## src/rtl/axi4_lite_pkg.sv

```systemverilog
// Shared types for the AXI4-Lite register bank: response codes and FSM states.
// Latency: n/a (types and helpers only).
// Backpressure: n/a.
package axi4_lite_pkg;

  typedef enum logic [1:0] {
    OKAY   = 2'b00,
    EXOKAY = 2'b01,  // never generated by this slave
    SLVERR = 2'b10,
    DECERR = 2'b11
  } resp_t;

  typedef enum logic [1:0] {
    WR_COLLECT,
    WR_COMMIT,
    WR_RESP
  } wr_state_t;

  typedef enum logic {
    RD_IDLE,
    RD_RESP
  } rd_state_t;

  // Register index width; a single-register bank still needs one index bit.
  function automatic int idx_width(input int n);
    return (n > 1) ? $clog2(n) : 1;
  endfunction

endpackage

```

## src/rtl/axi4_lite_addr_decode.sv

```systemverilog
// Byte address -> register index and AXI response for the register window.
// Latency: combinational.
// Backpressure: none (pure decode).
// Ports: addr_i byte address; index_o register index (0 unless OKAY); resp_o OKAY/SLVERR/DECERR.
module axi4_lite_addr_decode
  import axi4_lite_pkg::*;
#(
  parameter int                    DATA_WIDTH    = 32,
  parameter int                    ADDR_WIDTH    = 32,
  parameter int                    NUM_REGISTERS = 8,
  parameter logic [ADDR_WIDTH-1:0] BASE_ADDRESS  = 32'h8000_0000,
  localparam int                   IDX_W         = idx_width(NUM_REGISTERS)
) (
  input  logic [ADDR_WIDTH-1:0] addr_i,
  output logic [IDX_W-1:0]      index_o,
  output resp_t                 resp_o
);

  localparam int BYTES = DATA_WIDTH / 8;
  localparam int LSB   = $clog2(BYTES);
  localparam logic [ADDR_WIDTH-1:0] SPAN = ADDR_WIDTH'(NUM_REGISTERS * BYTES);

  logic [ADDR_WIDTH-1:0] offset;

  always_comb begin
    offset  = addr_i - BASE_ADDRESS;
    index_o = '0;
    // Below-base addresses wrap to a huge offset, but test explicitly for clarity.
    if (addr_i < BASE_ADDRESS || offset >= SPAN) begin
      resp_o = DECERR;
    end else if (offset[LSB-1:0] != '0) begin
      resp_o = SLVERR;
    end else begin
      resp_o  = OKAY;
      index_o = IDX_W'(offset >> LSB);
    end
  end

endmodule

```

## src/rtl/axi4_lite_regbank.sv

```systemverilog
// AXI4-Lite slave register bank with WSTRB masking and per-register read-only mask.
// Latency: write update/wr_pulse/BVALID one edge after the last AW/W handshake; RVALID on the AR handshake edge.
// Backpressure: BVALID/RVALID and their payloads hold until BREADY/RREADY; new AW/W/AR are refused meanwhile.
// Ports: clk, reset (async, active-high); AW/W/B and AR/R channels; reg_out flattened registers;
//        wr_pulse one-cycle per-register update strobe.
module axi4_lite_regbank
  import axi4_lite_pkg::*;
#(
  parameter int                       DATA_WIDTH    = 32,
  parameter int                       ADDR_WIDTH    = 32,
  parameter int                       NUM_REGISTERS = 8,
  parameter logic [ADDR_WIDTH-1:0]    BASE_ADDRESS  = 32'h8000_0000,
  parameter logic [NUM_REGISTERS-1:0] RO_MASK       = '0,
  localparam int                      STRB_W        = DATA_WIDTH / 8,
  localparam int                      IDX_W         = idx_width(NUM_REGISTERS)
) (
  input  logic                            clk,
  input  logic                            reset,
  input  logic [ADDR_WIDTH-1:0]           AWADDR,
  input  logic                            AWVALID,
  output logic                            AWREADY,
  input  logic [DATA_WIDTH-1:0]           WDATA,
  input  logic [STRB_W-1:0]               WSTRB,
  input  logic                            WVALID,
  output logic                            WREADY,
  output logic [1:0]                      BRESP,
  output logic                            BVALID,
  input  logic                            BREADY,
  input  logic [ADDR_WIDTH-1:0]           ARADDR,
  input  logic                            ARVALID,
  output logic                            ARREADY,
  output logic [DATA_WIDTH-1:0]           RDATA,
  output logic [1:0]                      RRESP,
  output logic                            RVALID,
  input  logic                            RREADY,
  output logic [NUM_REGISTERS*DATA_WIDTH-1:0] reg_out,
  output logic [NUM_REGISTERS-1:0]        wr_pulse
);

  // Write path state
  wr_state_t                 wr_state_q;
  logic                      aw_held_q, w_held_q;
  logic                      aw_held_d, w_held_d;
  logic [ADDR_WIDTH-1:0]     awaddr_q;
  logic [DATA_WIDTH-1:0]     wdata_q;
  logic [STRB_W-1:0]         wstrb_q;
  logic                      awready_q, wready_q, bvalid_q;
  resp_t                     bresp_q;
  logic [NUM_REGISTERS-1:0]  wr_pulse_q;
  logic [DATA_WIDTH-1:0]     regs_q [NUM_REGISTERS];

  // Read path state
  rd_state_t                 rd_state_q;
  logic                      arready_q, rvalid_q;
  resp_t                     rresp_q;
  logic [DATA_WIDTH-1:0]     rdata_q;

  logic [IDX_W-1:0]          wr_idx, rd_idx;
  resp_t                     wr_resp, rd_resp;

  // Write decode works on the held address, read decode on the live ARADDR.
  axi4_lite_addr_decode #(
    .DATA_WIDTH(DATA_WIDTH), .ADDR_WIDTH(ADDR_WIDTH),
    .NUM_REGISTERS(NUM_REGISTERS), .BASE_ADDRESS(BASE_ADDRESS)
  ) u_aw_dec (
    .addr_i(awaddr_q), .index_o(wr_idx), .resp_o(wr_resp)
  );

  axi4_lite_addr_decode #(
    .DATA_WIDTH(DATA_WIDTH), .ADDR_WIDTH(ADDR_WIDTH),
    .NUM_REGISTERS(NUM_REGISTERS), .BASE_ADDRESS(BASE_ADDRESS)
  ) u_ar_dec (
    .addr_i(ARADDR), .index_o(rd_idx), .resp_o(rd_resp)
  );

  assign aw_held_d = aw_held_q | (AWVALID & awready_q);
  assign w_held_d  = w_held_q  | (WVALID  & wready_q);

  always_ff @(posedge clk or posedge reset) begin
    if (reset) begin
      wr_state_q <= WR_COLLECT;
      aw_held_q  <= 1'b0;
      w_held_q   <= 1'b0;
      awaddr_q   <= '0;
      wdata_q    <= '0;
      wstrb_q    <= '0;
      awready_q  <= 1'b0;
      wready_q   <= 1'b0;
      bvalid_q   <= 1'b0;
      bresp_q    <= OKAY;
      wr_pulse_q <= '0;
      for (int i = 0; i < NUM_REGISTERS; i++) regs_q[i] <= '0;
    end else begin
      wr_pulse_q <= '0;
      case (wr_state_q)
        WR_COLLECT: begin
          if (AWVALID && awready_q) awaddr_q <= AWADDR;
          if (WVALID && wready_q) begin
            wdata_q <= WDATA;
            wstrb_q <= WSTRB;
          end
          aw_held_q <= aw_held_d;
          w_held_q  <= w_held_d;
          if (aw_held_d && w_held_d) begin
            wr_state_q <= WR_COMMIT;
            awready_q  <= 1'b0;
            wready_q   <= 1'b0;
          end else begin
            // Also raises both READYs on the first edge out of reset.
            awready_q <= !aw_held_d;
            wready_q  <= !w_held_d;
          end
        end
        WR_COMMIT: begin
          bvalid_q   <= 1'b1;
          wr_state_q <= WR_RESP;
          if (wr_resp != OKAY) begin
            bresp_q <= wr_resp;
          end else if (RO_MASK[wr_idx]) begin
            bresp_q <= SLVERR;
          end else begin
            bresp_q <= OKAY;
            // An all-zero strobe is a legal no-op: OKAY without update or pulse.
            if (|wstrb_q) begin
              for (int b = 0; b < STRB_W; b++) begin
                if (wstrb_q[b]) regs_q[wr_idx][8*b +: 8] <= wdata_q[8*b +: 8];
              end
              wr_pulse_q[wr_idx] <= 1'b1;
            end
          end
        end
        WR_RESP: begin
          if (BREADY) begin
            bvalid_q   <= 1'b0;
            aw_held_q  <= 1'b0;
            w_held_q   <= 1'b0;
            awready_q  <= 1'b1;
            wready_q   <= 1'b1;
            wr_state_q <= WR_COLLECT;
          end
        end
        default: wr_state_q <= WR_COLLECT;
      endcase
    end
  end

  always_ff @(posedge clk or posedge reset) begin
    if (reset) begin
      rd_state_q <= RD_IDLE;
      arready_q  <= 1'b0;
      rvalid_q   <= 1'b0;
      rresp_q    <= OKAY;
      rdata_q    <= '0;
    end else begin
      case (rd_state_q)
        RD_IDLE: begin
          arready_q <= 1'b1;
          if (ARVALID && arready_q) begin
            // Samples the array before any same-edge write commit lands.
            rd_state_q <= RD_RESP;
            arready_q  <= 1'b0;
            rvalid_q   <= 1'b1;
            rresp_q    <= rd_resp;
            rdata_q    <= (rd_resp == OKAY) ? regs_q[rd_idx] : '0;
          end
        end
        RD_RESP: begin
          if (RREADY) begin
            rvalid_q   <= 1'b0;
            arready_q  <= 1'b1;
            rd_state_q <= RD_IDLE;
          end
        end
        default: rd_state_q <= RD_IDLE;
      endcase
    end
  end

  assign AWREADY  = awready_q;
  assign WREADY   = wready_q;
  assign BVALID   = bvalid_q;
  assign BRESP    = bresp_q;
  assign ARREADY  = arready_q;
  assign RVALID   = rvalid_q;
  assign RRESP    = rresp_q;
  assign RDATA    = rdata_q;
  assign wr_pulse = wr_pulse_q;

  for (genvar i = 0; i < NUM_REGISTERS; i++) begin : g_flat
    assign reg_out[i*DATA_WIDTH +: DATA_WIDTH] = regs_q[i];
  end

endmodule

```

## config.mk

```make
export PLATFORM = sky130hd
export DESIGN_NAME = axi4_lite_regbank
export DESIGN_NICKNAME = d
export VERILOG_FILES = /design/src/rtl/axi4_lite_pkg.sv /design/src/rtl/axi4_lite_addr_decode.sv /design/src/rtl/axi4_lite_regbank.sv
export SDC_FILE = /design/constraint.sdc
export NUM_CORES = 1
export LEC_CHECK = 0
export ABC_AREA = 1
export CAP_MARGIN = 10
export CELL_PAD_IN_SITES_DETAIL_PLACEMENT = 0
export CELL_PAD_IN_SITES_GLOBAL_PLACEMENT = 1
export CORE_ASPECT_RATIO = 1.75
export CORE_MARGIN = 3
export CORE_UTILIZATION = 30
export DETAILED_ROUTE_END_ITERATION = 8
export PLACE_DENSITY_LB_ADDON = 0.1
export SLEW_MARGIN = 20
export SYNTH_ARGS = -nofsm -noshare
export SYNTH_HDL_FRONTEND = slang
export SYNTH_SLANG_ARGS = --single-unit
```

## constraint.sdc

```tcl
create_clock -name clk -period 15.9 [get_ports clk]
set_input_delay 3.18 -clock clk [delete_from_list [all_inputs] [get_ports clk]]
set_output_delay 3.18 -clock clk [all_outputs]
set_load 0.02 [all_outputs]
```

# Word-level counts from Yosys, hierarchy flattened
# Memory sizes are Yosys's and may differ from the RTL's.
# Index checks and enable logic that the tools add are counted.
# W data, S select, Z words.
totals:
  romBits: 8
  output_inout_bits: 305
  in_bits: 107
  n_memories: 1
  register_bits: 378
memory_table:
  columns: ["name", "depth", "word_bits", "rd", "rd_clocked_by_memory_dff", "wr", "line", "rtl"]
  rows:
  - ["(no name shown)", 8, 1, 1, 0, 0, "axi4_lite_regbank.sv:119", "end else if (RO_MASK[wr_idx]) begin"]
op_classes:
  n_addsub: 2
  n_bitwise: 9
  mux: 70
  eq_ne: 6
  n_lt_le_gt_ge: 9
  reduce_logical: 26
ops:
  columns: ["cell", "n"]
  rows:
  - ["$mux W256", 16]
  - ["$bwmux W256", 4]
  - ["$demux W32 S3", 4]
  - ["$mux W32", 4]
  - ["$bmux W32 S3", 1]
  - ["$ge A32 B6 Y1 const B", 2]
  - ["$lt A32 B32 Y1 const B", 2]
  - ["$sub A32 B32 Y32 const B", 2]
  - ["$mux W8", 5]
  - ["$mux W24", 1]
  - ["$mux W16", 1]
  - ["$mux W2", 8]
  - ["$pmux W1 S2", 8]
  - ["$reduce_and A2 Y1", 7]
  - ["$mux W1", 12]
  - ["$mux W3", 4]
  - ["$reduce_bool A2 Y1", 5]
  - ["$ge A4 B4 Y1 const B", 2]
  - ["$ne A2 B2 Y1 const B", 4]
  - ["$not A3 Y4", 2]
  - ["$logic_and A1 B1 Y1", 6]
  - ["$pmux W2 S3", 1]
  - ["$logic_not A2 Y1", 2]
  - ["$lt A3 B4 Y1 const B", 1]
  - ["12 further kinds", 18]

# Longest topological paths before layout
depth:
  depth_word: 29
  mapped_depth: 15
  ltp_nobuf: 13

# By module
# From an unflattened synthesis, not the netlist that was laid out.
hier_totals:
  cells_unflattened: 2412
  hier_area_um2: 18461.5
by_module_without_submodules:
  columns: ["module", "seq_area_each_um2", "cells_each", "n_inst", "area_each_um2"]
  rows:
  - ["axi4_lite_regbank", 9459.1, 2304, 1, 18028.5]
  - ["axi4_lite_addr_decode", 0.0, 54, 2, 216.5]

# Worst setup path after synthesis
# No wires, ideal clock.
synth_timing:
  path_kind: "in2reg"
  start: "input ARADDR[13]"
  end: "register rdata_q[17], in the netlist RDATA[17]"
  path_stages: 14
  arrival_time_ns: 4.526
  slack_ns: 11.256
  setup_ns: 0.118
  required_ns: 15.782
  path_buffers: 2
  cell_sequence: "nor2_1 nand2_1 nor2_1 nand2_1 nor2_2 nand3_1 clkbuf_1 buf_2 nand2_1 nand3_1 nand2_1 nand2_1 nand3_1 nand2_1"
synth_between:
  elab_chain_cells: 9
synth_lines:
  columns: ["item", "line", "rtl"]
  rows:
  - ["start, declared", "axi4_lite_regbank.sv:29", "input logic [ADDR_WIDTH-1:0] ARADDR,"]
  - ["$sub A32 B32 Y32", "axi4_lite_addr_decode.sv:26", "offset = addr_i - BASE_ADDRESS;"]
  - ["$ge A32 B6 Y1", "axi4_lite_addr_decode.sv:29", "if (addr_i < BASE_ADDRESS || offset >= SPAN) begin"]
  - ["$logic_or A1 B1 Y1 (*)", "axi4_lite_addr_decode.sv:29", null]
  - ["$mux W3", "axi4_lite_addr_decode.sv:29", null]
  - ["$not A3 Y4 (not written as such)", "axi4_lite_regbank.sv:164", "rdata_q <= (rd_resp == OKAY) ? regs_q[rd_idx] : '0;"]
  - ["$bmux W32 S3", "axi4_lite_regbank.sv:164", null]
  - ["$mux W32 (not written as such) (2 in a row)", "axi4_lite_regbank.sv:164", null]
  - ["$mux W32 (*)", "axi4_lite_regbank.sv:164", null]
  - ["end signal, assigned", "axi4_lite_regbank.sv:164", null]
  - ["end, declared", "axi4_lite_regbank.sv:56", "logic [DATA_WIDTH-1:0] rdata_q;"]
# Every way passes the cells marked *; elsewhere a longest branch is shown, timed or not. The select of a mux whose other input is x is not followed.
# A chain may end at the register's enable or synchronous reset.

# Worst setup path in the final report
layout_timing:
  start: "input ARADDR[14]"
  end: "register rdata_q[1], in the netlist RDATA[1]"
# Same word-level chain as after synthesis.

==> results.json <==
{
  "yosys_warnings": 0,
  "yosysUniqueCellTypes": 33,
  "slew_viol_final": 0,
  "p_int_mw": 1.779,
  "crit_type": "input port to flip-flop",
  "combPwrFrac_pct": 16.1,
  "cp_data_arrival_time_ns": 6.29,
  "rows": 120,
  "fin_cells": 3414,
  "postSynth.asyncResetShare_pct": 100.0,
  "max_slew.worst_pin.slew_ns": 1.014,
  "fin_skew_ns": 0.03638,
  "holdWs_ns": 0.4743,
  "crit_required_ns": 16.39,
  "routed_via_density": 5.120,
  "seq_area_frac_synth_pct": 50.57,
  "place_hpwl_um": 50820,
  "synth_flop_cell": "dfrtp_1",
  "max_cap_violations": 0,
  "layout-drive-gt1-share_pct": 7.099,
  "finalSetupViolations": 0,
  "start_util_pct": 30.46,
  "worstHoldStart": "RDATA[0]$_DFFE_PP0P_",
  "reg2reg_to": "reg_out[75]$_DFFE_PP0P_",
  "clockPowerShare_pct": 37.1,
  "fill_cells": 6276,
  "grt_use_total_pct": 23.52,
  "r2r_setup_slack_ns": 12.21,
  "syn_nets": 2408,
  "antenna_found_initial": 2,
  "cts.path.max_buffers": 3,
  "syn-cell-area_um2": 18710,
  "die_x_um": 194.8,
  "drt_iter0_drc": 1124,
  "hold_viol": 0,
  "cts_root_buf": "clkbuf_16",
  "cts_sinks": 378,
  "numPortBuffers": 411,
  "drtAntennaViolNets": 0,
  "min_path_type": "flip-flop to flip-flop",
  "cts_tree": "done",
  "vias": 17478,
  "netlist_instances": 2301,
  "grt_pass1_vias": 17529,
  "drc_errors": 0,
  "crit_fanout": 66,
  "startpoint_type": "input port",
  "leakagePower_nw": 11.65,
  "irDropWorstVdd_mv": 0.1088,
  "die_y_um": 336.3,
  "rsz0062_at_grt": "no",
  "max_slew_margin_pct": 32.41,
  "gp_congestion": 0.8456,
  "placed_cell_area_um2": 23100,
  "fin_crit_sh_pct": 36.48,
  "cts_setup_buffers": 0,
  "cts_resized": 0,
  "drtPass1Iterations": 5,
  "crit_start": "ARADDR[14]",
  "worstHoldPathCells": 2,
  "synth.largest_area_cell": "dfrtp_1",
  "setup_tns_ns": 0,
  "post-route-util_pct": 39.86,
  "clkSlewWorstSetupHoldPaths_ns": 0.06,
  "yosysMostFrequentCell": "nand2_1",
  "holdPathEnd": "RDATA[0]$_DFFE_PP0P_",
  "fmax_mhz": 172.4,
  "switching_share_pct": 33.56,
  "rr_startpoint": "awaddr_q[24]$_DFFE_PP0P_",
  "dp.cells": 3340,
  "area_growth_pct": 30.86,
  "fin_nets": 2698,
  "status": "finished, final reports clean",
  "cts-buffers-inserted": 41,
  "grt_first_pass_wirelength_um": 118500,
  "power.net_switching_uw": 898.3,
  "yosys_register_bits": 378,
  "io_pins": 412,
  "p_per_area_nw_per_um2": 109.4,
  "fin_crit_ns": 5.800,
  "synth_commonest_cells": "nand2_1, dfrtp_1, nand4_1",
  "synth_top_area_share_pct": 50.57,
  "ctsHoldBuffers": 0,
  "wire_per_inst_um": 23.17,
  "postLayoutCellArea_um2": 24480,
  "grt_max_degree": 145,
  "avgSynthCellArea_um2": 8.129,
  "pwr-share-seq_pct": 46.8,
  "coreArea_um2": 61410,
  "r2r_cells": 11,
  "grt_overflow": 0,
  "die_area_um2": 65500,
  "routed_wl_um": 79120,
  "synth.area.top_cells": "dfrtp_1, nand2_1, nand4_1, nand3_1, mux2_2",
  "synth_edf_count": 0,
  "clkLatencyLatePin_ns": 0.57,
  "htree_num_levels": 2,
  "critPathCaptureType": "flip-flop"
}
[critical path, cell delays in order]
cell	delay (ns)
clkdlybuf4s50_1	0.42
nor2_1	0.11
nand2_1	0.05
nor2_1	0.17
nand2_1	0.11
nor2_4	0.18
buf_4	0.81
nand3_2	0.37
buf_4	0.42
nand3_1	0.23
nand3_1	0.10
nand2_1	0.08
[area by class of cell]
type / count / area, um2 / area share (%)
Inverter: 102 / 390.4 / 1.595
Tap cell: 793 / 992.2 / 4.054
Sequential cell: 378 / 9463 / 38.66
Clock buffer: 60 / 1210 / 4.943
Multi-Input combinational cell: 1627 / 7919 / 32.35
Timing Repair Buffer: 441 / 4357 / 17.80
Antenna cell: 1 / 2.502 / 0.01022
Clock inverter: 12 / 143.9 / 0.5878
[power groups by stage]
stage / registers, mW / clock network [mW] / logic, mW
4_1_cts: 1.25 / 1.02 / 0.435
3_3_place_gp: 1.26 / 0 / 0.427
2_1_floorplan: 1.12 / 0 / 0.376
6_report: 1.25 / 0.994 / 0.430
5_1_grt: 1.27 / 1.06 / 0.469
3_5_place_dp: 1.27 / 0 / 0.434
[cells in the final DEF (no fill, tap or decap), types with 2 or more instances in the layout]
cell type,instances
a21oi_1,20
and2_1,2
buf_12,2
buf_4,29
bufinv_16,3
clkbuf_1,10
clkbuf_16,43
clkbuf_8,7
clkdlybuf4s50_1,409
clkinv_2,6
clkinvlp_4,2
dfrtp_1,375
dfrtp_2,3
inv_1,100
mux2_2,48
nand2_1,922
nand2_2,5
nand3_1,212
nand3_2,5
nand3_4,15
nand4_1,293
nor2_1,72
nor2_2,2
nor2_4,6
nor2_8,3
nor4_1,6
o21a_1,2
o21ai_0,5
or2_2,2
[state kept, by name, indices dropped and copies added, names as in the netlist]
signal / flops
w_held_q: 1
RRESP: 2
reg_out: 256
BRESP: 2
wr_pulse: 8
RDATA: 32
rd_state_q: 1
awaddr_q: 32
WREADY: 1
wr_state_q: 2
BVALID: 1
AWREADY: 1
wstrb_q: 4
wdata_q: 32
ARREADY: 1
aw_held_q: 1
RVALID: 1
[logic make-up (layout without fill, tap and decap cells)]
logic type,after synthesis,in the layout,synth area share (%)
AOI/OAI and AO/OA,30,30,0.8629
buffers and inverters,296,615,7.458
DFF,378,378,50.57
muxes,49,49,2.943
other,0,1,0
and+or+nand+nor,1548,1548,38.17
[layer usage]
metal | routed length, um | GRT usage (%) | part of all wire, %
met5 | 13 | 0 | 0.016
met4 | 2455 | 7.500 | 3.1
met3 | 6056 | 5.804 | 7.7
met2 | 38780 | 40.31 | 49
met1 | 31810 | 29.22 | 40
[worst max-delay path by stage]
stage	end	slack, ns	cells after the start
finish	RDATA[1]$_DFFE_PP0P_	10.10	12
global route	RDATA[12]$_DFFE_PP0P_	9.93	12
CTS	RDATA[10]$_DFFE_PP0P_	9.93	14
detailed placement	RDATA[10]$_DFFE_PP0P_	9.30	14
global placement	RDATA[12]$_DFFE_PP0P_	9.30	14
floorplan	ARREADY$_DFFE_PP0P_	2.22	1
[stage by stage]
stage               power [mW]  worst slack (ns)
finish                   2.677             10.10
global route             2.789             9.929
CTS                      2.710             9.926
detailed placement       1.702             9.302
global placement         1.692             9.301
floorplan                1.497             2.219
Note: power is estimated with default switching activity, not from simulation.
